[config.mk]
export PLATFORM = sky130hd
export DESIGN_NAME = vga_glyph_string_writer
export DESIGN_NICKNAME = d
export VERILOG_FILES = /design/src/rtl/vga_glyph_string_writer.sv
export SDC_FILE = /design/constraint.sdc
export NUM_CORES = 1
export LEC_CHECK = 0
export ABC_AREA = 0
export CORE_MARGIN = 2
export CORE_UTILIZATION = 35
export DETAILED_ROUTE_END_ITERATION = 16
export GPL_ROUTABILITY_DRIVEN = 0
export PLACE_DENSITY_LB_ADDON = 0.3
export SLEW_MARGIN = 15
export SYNTH_ARGS = -nofsm -noshare
export SYNTH_HDL_FRONTEND = slang
export SYNTH_SLANG_ARGS = --single-unit
export TNS_END_PERCENT = 30
[constraint.sdc]
create_clock -name clk -period 4.4 [get_ports clk]
set_clock_uncertainty 0.2 [all_clocks]
set_input_delay 0.66 -clock clk [delete_from_list [all_inputs] [get_ports clk]]
set_output_delay 0.66 -clock clk [all_outputs]
set_load 0.01 [all_outputs]
[src/rtl/vga_glyph_string_writer.sv]
// Streams a row of monochrome glyph bitmaps into the VGA adapter plot port, one pixel per clock,
// optionally erasing the previously drawn string first. Off-screen pixels are clipped, never wrapped.
module vga_glyph_string_writer #(
  parameter int GLYPH_W    = 12,
  parameter int GLYPH_H    = 12,
  parameter int NUM_GLYPHS = 3,
  parameter int GAP        = 0,
  parameter int X_W        = 8,
  parameter int Y_W        = 7,
  parameter int COLOUR_W   = 3,
  parameter int X_MAX      = 159,
  parameter int Y_MAX      = 119,
  parameter int BG_COLOUR  = 0
) (
  input  logic                                  clk,
  input  logic                                  resetn,
  input  logic                                  start,
  input  logic                                  erase_prev,
  input  logic [NUM_GLYPHS*GLYPH_W*GLYPH_H-1:0] glyph_bits,
  input  logic [X_W-1:0]                        x,
  input  logic [Y_W-1:0]                        y,
  input  logic [COLOUR_W-1:0]                   colour_in,
  output logic                                  busy,
  output logic                                  done,
  output logic [X_W-1:0]                        x_out,
  output logic [Y_W-1:0]                        y_out,
  output logic [COLOUR_W-1:0]                   colour,
  output logic                                  writeEn
);

  localparam int BITS = NUM_GLYPHS * GLYPH_W * GLYPH_H;
  localparam int IW   = (BITS > 1) ? $clog2(BITS) : 1;
  localparam int KW   = (NUM_GLYPHS > 1) ? $clog2(NUM_GLYPHS) : 1;
  localparam int RW   = (GLYPH_H > 1) ? $clog2(GLYPH_H) : 1;
  localparam int CW   = (GLYPH_W > 1) ? $clog2(GLYPH_W) : 1;
  localparam int XP   = X_W + 1;
  localparam int YP   = Y_W + 1;

  typedef enum logic [1:0] {IDLE, ERASE, DRAW, FIN} state_t;

  state_t               state, next_state;
  logic [KW-1:0]        k_cnt;
  logic [RW-1:0]        r_cnt;
  logic [CW-1:0]        c_cnt;
  logic [BITS-1:0]      bits_q;
  logic [X_W-1:0]       org_x, prev_x, base_x;
  logic [Y_W-1:0]       org_y, prev_y, base_y;
  logic [COLOUR_W-1:0]  col_q;
  logic                 prev_valid;
  logic                 accept, last_pix, scanning, in_view, pix_bit;
  logic [XP-1:0]        px;
  logic [YP-1:0]        py;
  logic [IW-1:0]        bit_idx;

  always_comb begin
    next_state = state;
    accept     = 1'b0;
    last_pix   = (k_cnt == KW'(NUM_GLYPHS - 1)) && (r_cnt == RW'(GLYPH_H - 1)) &&
                 (c_cnt == CW'(GLYPH_W - 1));
    scanning   = (state == ERASE) || (state == DRAW);
    case (state)
      // A start landing on the done cycle is deliberately dropped.
      IDLE: begin
        if (start && !done) begin
          accept     = 1'b1;
          next_state = (erase_prev && prev_valid) ? ERASE : DRAW;
        end
      end
      ERASE:   if (last_pix) next_state = DRAW;
      DRAW:    if (last_pix) next_state = FIN;
      FIN:     next_state = IDLE;
      default: next_state = IDLE;
    endcase
  end

  // The extra coordinate bit keeps strings running off the right/bottom edge from wrapping on screen.
  always_comb begin
    base_x  = (state == ERASE) ? prev_x : org_x;
    base_y  = (state == ERASE) ? prev_y : org_y;
    px      = {1'b0, base_x} + XP'(int'(k_cnt) * (GLYPH_W + GAP)) + XP'(c_cnt);
    py      = {1'b0, base_y} + YP'(r_cnt);
    in_view = (px <= XP'(X_MAX)) && (py <= YP'(Y_MAX));
    bit_idx = IW'(int'(k_cnt) * GLYPH_W * GLYPH_H + (GLYPH_H - 1 - int'(r_cnt)) * GLYPH_W +
                  (GLYPH_W - 1 - int'(c_cnt)));
    pix_bit = bits_q[bit_idx];
  end

  always_ff @(posedge clk or negedge resetn) begin
    if (!resetn) begin
      state      <= IDLE;
      k_cnt      <= '0;
      r_cnt      <= '0;
      c_cnt      <= '0;
      bits_q     <= '0;
      org_x      <= '0;
      org_y      <= '0;
      col_q      <= '0;
      prev_x     <= '0;
      prev_y     <= '0;
      prev_valid <= 1'b0;
      busy       <= 1'b0;
      done       <= 1'b0;
      writeEn    <= 1'b0;
      x_out      <= '0;
      y_out      <= '0;
      colour     <= '0;
    end else begin
      state <= next_state;
      busy  <= (next_state != IDLE);
      done  <= (state == FIN);
      if (accept) begin
        bits_q <= glyph_bits;
        org_x  <= x;
        org_y  <= y;
        col_q  <= colour_in;
        k_cnt  <= '0;
        r_cnt  <= '0;
        c_cnt  <= '0;
      end else if (scanning) begin
        // Counters wrap to zero after the last pixel, so DRAW after ERASE restarts cleanly.
        if (c_cnt == CW'(GLYPH_W - 1)) begin
          c_cnt <= '0;
          if (r_cnt == RW'(GLYPH_H - 1)) begin
            r_cnt <= '0;
            k_cnt <= (k_cnt == KW'(NUM_GLYPHS - 1)) ? '0 : k_cnt + 1'b1;
          end else begin
            r_cnt <= r_cnt + 1'b1;
          end
        end else begin
          c_cnt <= c_cnt + 1'b1;
        end
      end
      if (scanning) begin
        writeEn <= in_view && ((state == ERASE) || pix_bit);
        x_out   <= px[X_W-1:0];
        y_out   <= py[Y_W-1:0];
        colour  <= (state == ERASE) ? COLOUR_W'(BG_COLOUR) : col_q;
      end else begin
        writeEn <= 1'b0;
      end
      if (state == FIN) begin
        prev_x     <= org_x;
        prev_y     <= org_y;
        prev_valid <= 1'b1;
      end
    end
  end

endmodule

Yosys cells after proc, flatten, opt, wreduce, memory -nomap -nowiden
Index checks and enable logic that the tools add are counted.

Output and inout port bits: 21. Bits of input ports: 454. Word-level logic and storage cells: 80. Register bits: 499.

$add $sub $neg: 10. Reduce and logical (&&, ||, !) cells: 16. Multiply operators: 3. $lt $le $gt $ge: 3. Equality and inequality tests: 6. Multiplexer cells: 25.

Operators with widths (number): $mux W4 (7); $mux W2 (9); $lt A9 B10 Y1 const B (1); $sub A4 B4 Y5 const A (2); $add A8 B9 Y9 (1); $add A9 B4 Y9 (1); $add A9 B5 Y9 (1); $add A9 B9 Y9 (1); $bmux W1 S9 (1); $le A9 B8 Y1 const B (1); $add A4 B1 Y4 const B (2); $add A7 B4 Y8 (1); $eq A4 B4 Y1 const B (2); $le A8 B7 Y1 const B (1); $mux W8 (1); $pmux W2 S4 (1); $reduce_bool A2 Y1 (4); $mul A5 B3 Y7 const B (1); $mux W7 (1); $eq A2 B2 Y1 const B (3); $logic_and A1 B1 Y1 (6); $mul A4 B2 Y5 const B (1); $mul A2 B2 Y4 const B (1); $mux W1 (4); 8 further kinds (9).

Depth between registers and ports, before layout
Gate-level depths: netlist of run 1.

Word-level depth: 9. Mapped depth: 16.

Least setup slack after synthesis of run 1
Ideal clock, no wire load.

Path kind: register -> register. Start point: register r_cnt[1]. End point: register writeEn. Path slack: 342 ps. Arrival: 3720 ps. Stages on the path, launching flop included: 15. Required time: 4062 ps. Path through: dfrtp_1 -> inv_1 -> ha_1 -> ha_1 -> inv_1 -> fa_1 -> fa_1 -> buf_2 -> mux4_1 -> mux4_2 -> o21ai_0 -> and4bb_2 -> a41oi_1 -> nand2_1 -> a311oi_1.

Word-level cells in the longest chain between the ends: 9. Elaborated cells on any way between the ends: 12. Those cells by class: add/sub (4); mul (1); order compare (1); mux (3); reduce/logical (3).

Ends and longest elaborated chain: start, declared (line 43) `logic [RW-1:0] r_cnt;`; start signal, assigned (line 127) `r_cnt <= r_cnt + 1'b1;`; $sub A4 B4 Y5 (line 83) `bit_idx = IW'(int'(k_cnt) * GLYPH_W * GLYPH_H + (GLYPH_H - 1 - int'(r_cnt)) * GLYPH_W +`; $mul A5 B3 Y7 (line 83); $add A9 B9 Y9 (line 83); $add A9 B5 Y9 (line 83); $bmux W1 S9 (line 85) `pix_bit = bits_q[bit_idx];`; $mux W1 (not written as such) (line 85); $logic_or A1 B1 Y1 (line 134) `writeEn <= in_view && ((state == ERASE) || pix_bit);`; $logic_and A1 B1 Y1 (*) (line 134); $mux W1 (*) (line 133) `if (scanning) begin`; end signal, assigned (line 134); end, declared (line 28) `output logic writeEn`.

Every way passes the cells marked *; elsewhere a longest branch is shown, timed or not. The select of a mux whose other input is x is not followed. A chain may end at the register's enable or synchronous reset.

Final worst setup path of run 1
Start point: register r_cnt[2]. End point: register writeEn.

The elaborated chain is that of the path after synthesis.

==> metrics.yaml, run 1 <==
timing:
  worst_hold_slack_ns: 0.2687
  relSlewSlack_pct: 38.71
  hold_viol_final: 0
  fin_ws_ns: 0.2225
  tightest_slew_ns: 0.9194
  grt_setup_unrepaired: "no"
  post-route-min-period_ns: 4.178
  final_max_slew_viol_count: 0
  fin_tns_setup_ns: 0
  period_share_pct: 94.94
  setup_violations: 0
  fmax_mhz: 239.4
floorplanning:
  die_h_um: 265.7
  pin_count: 475
  die_w_um: 265.7
  core_area_um2: 67510
  initial_utilization_pct: 35.52
  num_rows: 95
  die_area_um2: 70620
detailed_routing:
  dr.pass1.iters: 5
  wl_met2_um: 39230
  vias_per_cell: 5.010
  route.detailed.wl_per_inst_um: 20.20
  drt_iter0_drc: 1545
  vias: 19505
  wl_met1_um: 32890
  drtAntennaViolNets: 0
  met3_length_um: 4400
  drcViolationCount: 0
  wl_um: 78650
  route.top_layer_used: "met5"
global_route:
  grt_pass1_vias: 20586
  grt_max_degree: 158
  grt_overflow: 0
  gr-usage-all-layers_pct: 22.25
  grt_pass1_wl_um: 120300
  antenna_found_initial: 7
finish:
  nets: 3481
  post-route-util_pct: 47.28
  syn_to_final_growth_pct: 33.12
  drive_gt1_share_pct: 10.07
placement:
  hpwl_um: 58940
  numPortBuffers: 474
  dp_slack_ns: -0.1520
logic_synthesis:
  syn_nets: 3030
  async_reset_ff_share_pct: 100.0
  ys_ff_latch: 499
  yosysTopAreaCell: "dfrtp_1"
  synth_cell_type_count: 61
  avgSynthCellArea_um2: 9.511
  synthCells: 2521
  synth_flop_cell: "dfrtp_1"
  synth_warnings: 0
  synth_edf_count: 0
  yosysSeqAreaShare_pct: 52.08
  synth.area.top_cells: "dfrtp_1 52%, nand2_1 21%, mux4_2 6.1%"
  synth_top_area_share_pct: 52.08
  syn-cell-area_um2: 23980
cts:
  cts_buffers: 55
  cts_buffer_depth: 3
  clock-sinks: 499
  clk_pin_slew_ns: 0.06
  root_buffer: "clkbuf_16"
  cts_tree: "built"
  htree_num_levels: 2
  clkLatencyLatePin_ns: 0.62
run_status:
  status: "completed"
power:
  power_density_nw_per_um2: 767.3
  leakagePower_nw: 15.51
  ir_worst_vdd_mv: 0.3192
  finalPower_mw: 24.49
worst_hold_path:
  hold_path_class: "reg2reg"
critical_path:
  cp_data_arrival_time_ns: 4.46
  crit_type: "reg2reg"
  critPathRequiredTime_ns: 4.68
  critPathMaxFanout: 5
  startpoint_type: "flop"
  setup.worst_path.end_class: "flop"
job:
  max-cap-violations: 0
==> cells in the mapped netlist (4+ instances only) <==
| library cell | n |
|---|---|
| dfrtp_1 | 499 |
| buf_2 | 13 |
| o21ai_0 | 24 |
| a211oi_1 | 6 |
| nand2b_1 | 4 |
| ha_1 | 45 |
| xnor2_1 | 20 |
| nand3_1 | 10 |
| mux4_1 | 30 |
| and2_1 | 4 |
| fa_1 | 10 |
| clkbuf_8 | 4 |
| a221oi_1 | 6 |
| mux4_2 | 65 |
| clkbuf_1 | 110 |
| a31oi_1 | 4 |
| nor2b_1 | 14 |
| xor2_1 | 7 |
| nor3_1 | 6 |
| or2_2 | 5 |
| o22ai_1 | 8 |
| buf_4 | 4 |
| mux2_2 | 38 |
| buf_6 | 6 |
| mux2i_1 | 45 |
| nand2_1 | 1369 |
| a21oi_1 | 36 |
| a22oi_1 | 25 |
| a21o_1 | 7 |
| nor2_1 | 23 |
| inv_1 | 26 |
==> registers in the layout, summed over array words and instances (netlist names), 3 cells and up <==
name / count
org_x: 8
org_y: 7
col_q: 3
colour: 3
prev_x: 8
bits_q: 432
x_out: 8
prev_y: 7
r_cnt: 4
y_out: 7
c_cnt: 4
==> logic make-up after synthesis <==
family                     Yosys count  synth area share (%)
buffers and inverters              173                 3.543
adders and majority gates           55                 3.183
muxes                              178                 13.06
DFF                                499                 52.08
AOI/OAI and AO/OA                  141                 3.888
and+or+nand+nor                   1448                 23.27
xor gates and xnor gates            27                0.9862
==> cells in the final DEF (no fill, tap or decap), drive strengths merged, types with 3 or more instances in the layout <==
cell type / n
a2111oi: 4
a211oi: 6
a21o: 7
a21oi: 36
a221oi: 7
a22oi: 25
a31o: 3
a31oi: 4
and2: 4
buf: 66
bufinv: 8
clkbuf: 71
clkdlybuf4s50: 473
clkinv: 18
clkinvlp: 4
dfrtp: 499
fa: 10
ha: 45
inv: 29
mux2: 38
mux2i: 45
mux4: 95
nand2: 1369
nand2b: 4
nand3: 10
nand3b: 3
nor2: 23
nor2b: 14
nor3: 6
o21ai: 25
o21bai: 3
o22ai: 8
or2: 5
xnor2: 20
xor2: 7
==> worst paths after layout <==
kind                                   from          end  slack, ns  cells after the start
worst min-delay path            bits_q[232]  bits_q[232]       0.27                      2
worst min register to register  bits_q[232]  bits_q[232]       0.27                      2
worst max-delay path               r_cnt[2]      writeEn       0.22                     14
min in group asynchronous            resetn  bits_q[358]       0.47                      2
worst max register to register     r_cnt[2]      writeEn       0.22                     14
max in group asynchronous            resetn   bits_q[96]       2.44                      3
==> critical path, stage by stage (launching register included) <==
cell and delay (ns):
dfrtp_2 0.45, inv_1 0.13, ha_2 0.32, xnor2_2 0.17
fa_1 0.57, fa_1 0.46, ha_4 0.37, xor2_4 0.21
nand2_1 0.09, nor4b_2 0.32, a21oi_1 0.07, a31oi_1 0.18
a31oi_2 0.09, a2111oi_4 0.33, a311oi_1 0.08
==> final cells by class <==
| class | instances | area, µm² |
|---|---|---|
| fillers | 6242 | 35590 |
| flip-flops and latches | 499 | 12500 |
| multi-input cells | 1849 | 10790 |
| repair buffers | 540 | 5473 |
| clock buffers | 71 | 1538 |
| well taps | 873 | 1092 |
| clock inverters | 32 | 421.7 |
| inverters | 27 | 101.3 |
| diodes | 2 | 5.005 |
==> per-layer routing <==
| layer | vias up | track usage [%] |
|---|---|---|
| li1 | 9104 | - |
| met5 | - | 0 |
| met4 | 10 | 6.301 |
| met1 | 9715 | 28.78 |
| met3 | 112 | 3.734 |
| met2 | 564 | 38.49 |
==> power by group <==
part / switching, mW / leakage [nW] / total [mW] / internal, mW
combinational: 6.36 / 8.34 / 11.5 / 5.13
clock: 1.99 / 0.963 / 4.95 / 2.95
sequential: 1.30 / 6.21 / 8.05 / 6.75
total: 9.65 / 15.5 / 24.5 / 14.8
==> metrics by stage <==
stage	instances	instance area, µm²
final	3893	31920
after CTS	3891	31820
after global routing	3891	31920
after floorplan	2521	23980
after detailed placement	3784	29790
after global placement	3784	29790
==> timing repair <==
item | 4_1_cts | 5_1_grt
endpoints found under the hold margin | 86 | 0
resized for setup | 6 | 20
pin swaps | 2 | 4
setup buffers | 3 | 0
endpoints found under the setup margin | 1 | 1
hold buffers | 1 | 0
No activity file was read; power rests on OpenSTA's default activity.
==> inputs of run 2 (changes only) <==
--- a/config.mk
+++ b/config.mk
@@ -6,6 +6,7 @@
 export NUM_CORES = 1
 export LEC_CHECK = 0
 export ABC_AREA = 0
+export CORE_ASPECT_RATIO = 0.6
 export CORE_MARGIN = 2
 export CORE_UTILIZATION = 35
 export DETAILED_ROUTE_END_ITERATION = 16
==> metrics.yaml, run 2 (synthesis gave the netlist of run 1 again) <==
detailed_routing:
  vias_per_cell: 5.002  # -0.16%
  drt_iter0_drc: 1422  # -8.0%
  vias: 19583  # +0.40%
  wl_um: 79520  # +1.1%
  dr.pass1.iters: 5  # unchanged
  route.detailed.wl_per_inst_um: 20.31  # +0.54%
  drcViolationCount: 0  # unchanged
  drtAntennaViolNets: 0  # unchanged
placement:
  dpl.cell_count: 3813  # +0.77%
  hpwl_um: 58570  # -0.63%
  numPortBuffers: 474  # unchanged
  dp_slack_ns: -0.06209  # +0.08990 ns
cts:
  clk_pin_slew_ns: 0.07  # about the same
  clock-sinks: 499  # unchanged
  root_buffer: "clkbuf_16"
  htree_num_levels: 2  # unchanged
  cts_buffer_depth: 3  # unchanged
  cts_buffers: 50  # -9.1%
  cts_tree: "built"
  clkLatencyLatePin_ns: 0.61  # about the same
power:
  leakagePower_nw: 15.34  # -1.1%
  ir_worst_vdd_mv: 0.3434  # +7.6%
  swShare_pct: 40.45  # +1.0 points
  pwr-share-clk_pct: 18.8  # -1.4 points
  power_density_nw_per_um2: 766.6  # about the same
  p_switching_mw: 9.809  # +1.6%
  combPwrFrac_pct: 47.9  # +1.0 points
  finalPower_mw: 24.25  # -1.0%
  p_int_mw: 14.44  # -2.7%
  p_seq_share_pct: 33.3  # +0.4 points
timing:
  fin_tns_setup_ns: 0  # unchanged
  setup_violations: 0  # unchanged
  final_max_slew_viol_count: 0  # unchanged
  period_share_pct: 97.23  # +2.3 points
  fmax_mhz: 233.8  # -2.3%
  fin_ws_ns: 0.1220  # -0.1005 ns
  tightest_slew_ns: 0.9070  # -0.01241 ns
  post-route-min-period_ns: 4.278  # +0.1005 ns
  relSlewSlack_pct: 39.53  # +0.83 points
  hold_viol_final: 0  # unchanged
floorplanning:
  core_area_um2: 67870  # +0.52%
  num_rows: 74  # -22%
  die_area_um2: 70690  # about the same
  initial_utilization_pct: 35.33  # -0.18 points
  pin_count: 475  # unchanged
  die_h_um: 206.7  # -22%
  die_w_um: 341.9  # +29%
global_route:
  grt_pass1_vias: 20306  # -1.4%
  grt_max_degree: 139  # -12%
  grt_overflow: 0  # unchanged
  gr-usage-all-layers_pct: 22.50  # +0.25 points
  antenna_found_initial: 15  # +8
  grt_pass1_wl_um: 121100  # +0.69%
run_status:
  status: "completed"
finish:
  layout_commonest_cell: "nand2_1"
  syn_to_final_growth_pct: 31.92
  largest_reg_flops: 432  # unchanged
  nets: 3468  # -0.37%
  drive_gt1_share_pct: 9.440  # -0.63 points
  stdcell_count: 3915  # +0.57%
  largest-register: "bits_q"
  final_cell_mix: "1368 x nand2_1, 496 x dfrtp_1, 473 x clkdlybuf4s50_1, 65 x mux4_2, 51 x clkbuf_16"
critical_path:
  path_cells: "inv_1 -> ha_1 -> xnor2_2 -> fa_1 -> fa_1 -> ha_4 -> xor2_4 -> nand2_1 -> nor4b_2 -> a21oi_1 -> a31oi_1 -> a31oi_1 -> a2111oi_2 -> a311oi_2"
  startpoint_type: "flop"
  slowest_stage: "fa_1"
  cpPeakStageDelay_ns: 0.58  # about the same
  cp_data_arrival_time_ns: 4.54  # +0.08 ns
  critPathMaxFanout: 4  # -1
  setup.worst_path.end_class: "flop"
  crit_type: "reg2reg"
  critPathRequiredTime_ns: 4.66  # -0.02 ns
job:
  max-cap-violations: 0  # unchanged
worst_hold_path:
  hold_path_class: "reg2reg"
run 2: cell types whose count changed in the layout (fill, tap and decap cells not counted), sizes merged:
cell and delta:
diode +3, bufinv -2, clkbuf -1, clkinv -7, inv -2, buf -8
run 2: cell type report:
class | instances | area [µm²]
Inverter | 27 | 101.3
Timing Repair Buffer | 532 | 5374
Multi-Input combinational cell | 1849 | 10780
Antenna cell | 5 | 12.51
Tap cell | 912 | 1141
Sequential cell | 499 | 12500
Clock inverter | 21 | 272.8
Fill cell | 6300 | 36240
Clock buffer | 70 | 1458
run 2: repair_timing:
action / CTS / global route
resized for setup: 1 / 21
hold endpoints to repair: 62 / 0
pin swaps: 2 / 8
buffers inserted: 3 / 2
hold buffers: 1 / 0
endpoints found under the setup margin: 1 / 1
run 2: critical path: cells and delay by family (launching register included):
family / cells / cell delay, ns
buffers and inverters: 1 / 0.09
AND/OR/NAND/NOR: 2 / 0.40
flip-flops: 1 / 0.41
AO/OA/AOI/OAI: 5 / 0.86
XOR/XNOR: 2 / 0.38
adder cells (fa/ha/maj): 4 / 1.79
run 2: final timing paths:
path                             start     endpoint  slack (ns)  cells past startpoint
setup / recovery              r_cnt[2]      writeEn        0.12                     14
hold / removal             bits_q[271]  bits_q[271]        0.27                      2
setup reg to reg              r_cnt[2]      writeEn        0.12                     14
hold reg to reg            bits_q[271]  bits_q[271]        0.27                      2
max in group asynchronous       resetn  bits_q[278]        2.45                      4
min in group asynchronous       resetn   bits_q[40]        0.49                      2
run 2: power by group through the flow:
stage	Sequential [mW]	Combinational [mW]	Clock [mW]
2_1_floorplan	7.60	7.51	0
3_3_place_gp	8.02	11.0	0
3_5_place_dp	8.14	11.2	0
4_1_cts	8.07	11.4	4.68
5_1_grt	8.32	12.7	4.88
6_report	8.06	11.6	4.57
run 2: routing by layer:
| metal | wire length (µm) | GRT usage (%) | part of all wire [%] |
|---|---|---|---|
| met4 | 1610 | 5.176 | 2.0 |
| met3 | 5140 | 4.606 | 6.5 |
| met5 | 97 | 0 | 0.12 |
| met2 | 35760 | 35.18 | 45 |
| met1 | 36900 | 32.28 | 46 |
run 2: through the flow:
stage	hold WS (ns)	area, µm²	utilization [%]
after floorplan	0.1644	23980	-
after global placement	0.2506	29740	43.83
after detailed placement	0.2542	29740	43.83
after CTS	0.2706	31510	46.43
after global routing	0.2795	31620	46.60
final	0.2659	31630	46.61
==> inputs of run 3 (changes only) <==
==> constraint.sdc (replaced) <==
create_clock -name clk -period 4 [get_ports clk]
set_clock_uncertainty 0.2 [all_clocks]
set_input_delay 0.6 -clock clk [delete_from_list [all_inputs] [get_ports clk]]
set_output_delay 0.6 -clock clk [all_outputs]
set_load 0.01 [all_outputs]
==> metrics.yaml, run 3 (synthesis gave the netlist of run 1 again) <==
global_route:
  antenna_found_initial: 9  # -6
  grt_pass1_vias: 20293  # -0.064%
  grt_max_degree: 104  # -25%
  gr-usage-all-layers_pct: 22.13  # -0.37 points
  grt_pass1_wl_um: 119000  # -1.8%
  grt_overflow: 0  # unchanged
placement:
  dp_slack_ns: -0.3383  # -0.2763 ns
  dpl_cell_area_um2: 29990  # +0.82%
  hpwl_um: 58050  # -0.89%
  numPortBuffers: 474  # unchanged
run_status:
  violations: "setup timing"
  status: "complete, but fails checks"
finish:
  nets: 3489  # +0.61%
  final_cell_mix: "1368 x nand2_1, 497 x dfrtp_1, 473 x clkdlybuf4s50_1, 65 x mux4_2, 56 x buf_4"
  fillers: 6282  # -0.29%
  largest-register: "bits_q"
  layout_commonest_cell: "nand2_1"
  fin_area_um2: 31920  # +0.92%
  syn_to_final_growth_pct: 33.13
  largest_reg_flops: 432  # unchanged
  post-route-util_pct: 47.04  # +0.43 points
  drive_gt1_share_pct: 10.18  # +0.74 points
cts:
  clock-sinks: 499  # unchanged
  cts_tree: "built"
  htree_num_levels: 2  # unchanged
  cts_buffer_depth: 3  # unchanged
  cts_buffers: 50  # unchanged
  root_buffer: "clkbuf_16"
  clk_pin_slew_ns: 0.07  # about the same
  clkLatencyLatePin_ns: 0.59  # -0.02 ns
floorplanning:
  die_w_um: 341.9  # unchanged
  die_area_um2: 70690  # unchanged
  num_rows: 74  # unchanged
  initial_utilization_pct: 35.33  # unchanged
  die_h_um: 206.7  # unchanged
  core_area_um2: 67870  # unchanged
  pin_count: 475  # unchanged
timing:
  final_max_slew_viol_count: 0  # unchanged
  hold_viol_final: 0  # unchanged
  worst_hold_slack_ns: 0.2647  # -0.001201 ns
  setup_violations: 1  # +1
  relSlewSlack_pct: 34.97  # -4.6 points
  period_share_pct: 103.1  # +5.9 points
  fmax_mhz: 242.5  # +3.7%
  fin_ws_ns: -0.1239  # -0.2459 ns
  post-route-min-period_ns: 4.124  # -0.1541 ns
  tightest_slew_ns: 0.9755  # +0.06847 ns
  grt_setup_unrepaired: "yes"
worst_hold_path:
  hold_path_class: "reg2reg"
detailed_routing:
  dr.pass1.iters: 7  # +2
  drt_iter0_drc: 1420  # -0.14%
  route.detailed.wl_per_inst_um: 19.83  # -2.3%
  drtAntennaViolNets: 0  # unchanged
  drcViolationCount: 0  # unchanged
  vias: 19339  # -1.2%
  wl_um: 78010  # -1.9%
  vias_per_cell: 4.917  # -1.7%
power:
  ir_worst_vdd_mv: 0.4029  # +17%
  finalPower_mw: 26.89  # +11%
  power_density_nw_per_um2: 842.4  # +9.9%
  leakagePower_nw: 15.50  # +1.0%
job:
  max-cap-violations: 0  # unchanged
critical_path:
  critPathMaxFanout: 12  # +8
  crit_type: "reg2reg"
  cp_data_arrival_time_ns: 4.43  # -0.11 ns
  startpoint_type: "flop"
  setup.worst_path.end_class: "flop"
  critPathRequiredTime_ns: 4.31  # -0.35 ns
==> run 3: cell count changes in the layout (fill, tap and decap cells not counted), sizes merged <==
cell	previous run	this run
inv	27	30
clkbuf	70	66
clkinvlp	4	2
buf	58	79
==> run 3: stage by stage <==
| step | cells | setup TNS (ns) |
|---|---|---|
| 2_1_floorplan | 2521 | 0 |
| 3_3_place_gp | 3834 | -0.2359 |
| 3_5_place_dp | 3834 | -0.3383 |
| 4_1_cts | 3926 | -0.1349 |
| 5_1_grt | 3930 | -0.2930 |
| 6_report | 3933 | -0.1239 |
==> run 3: power by group <==
group | total (mW) | internal (mW) | switching [mW]
Combinational | 13.0 | 5.77 | 7.28
Clock | 5.06 | 2.98 | 2.08
Sequential | 8.78 | 7.43 | 1.35
Total | 26.9 | 16.2 | 10.7
==> run 3: layer usage <==
layer	vias to the layer above	track usage [%]	part of all wire [%]
met2	539	34.96	46
met1	9579	31.36	46
met4	8	5.396	2.0
met5	-	0	0.060
met3	93	4.496	6.5
li1	9120	-	-
==> run 3: worst paths after layout <==
kind / from / to / slack (ns) / cells past startpoint
worst max-delay path: r_cnt[1] / writeEn / -0.12 / 15
min in group asynchronous: resetn / bits_q[292] / 0.48 / 2
worst min register to register: bits_q[86] / bits_q[86] / 0.26 / 2
worst min-delay path: bits_q[86] / bits_q[86] / 0.26 / 2
max in group asynchronous: resetn / bits_q[418] / 2.13 / 3
worst max register to register: r_cnt[1] / writeEn / -0.12 / 15
==> run 3: layout make-up <==
class                   count  area (µm²)  share of cell area [%]
inverters                  27       101.3                  0.3175
clock buffers              66        1475                   4.621
repair buffers            553        5612                   17.58
multi-input cells        1849       10800                   33.84
well taps                 912        1141                   3.575
diodes                      5       12.51                 0.03920
clock inverters            22       284.0                  0.8897
flip-flops and latches    499       12490                   39.14
==> run 3: repair_timing <==
action	4_1_cts	5_1_grt
hold buffers	1	0
gates resized for setup	9	14
pin swaps	7	11
hold endpoints to repair	93	0
buffers inserted	3	2
setup endpoints to repair	1	1
==> run 3: critical path, cell delays in order, from the launching register on <==
cell	delay (ns)
dfrtp_1	0.36
inv_2	0.05
ha_1	0.29
ha_1	0.27
inv_1	0.05
fa_2	0.55
fa_2	0.46
buf_12	0.16
mux4_1	0.23
mux2i_2	0.10
a22o_1	0.28
a211oi_2	0.29
and4bb_2	0.28
a41oi_2	0.14
nand2_1	0.08
a311oi_2	0.22
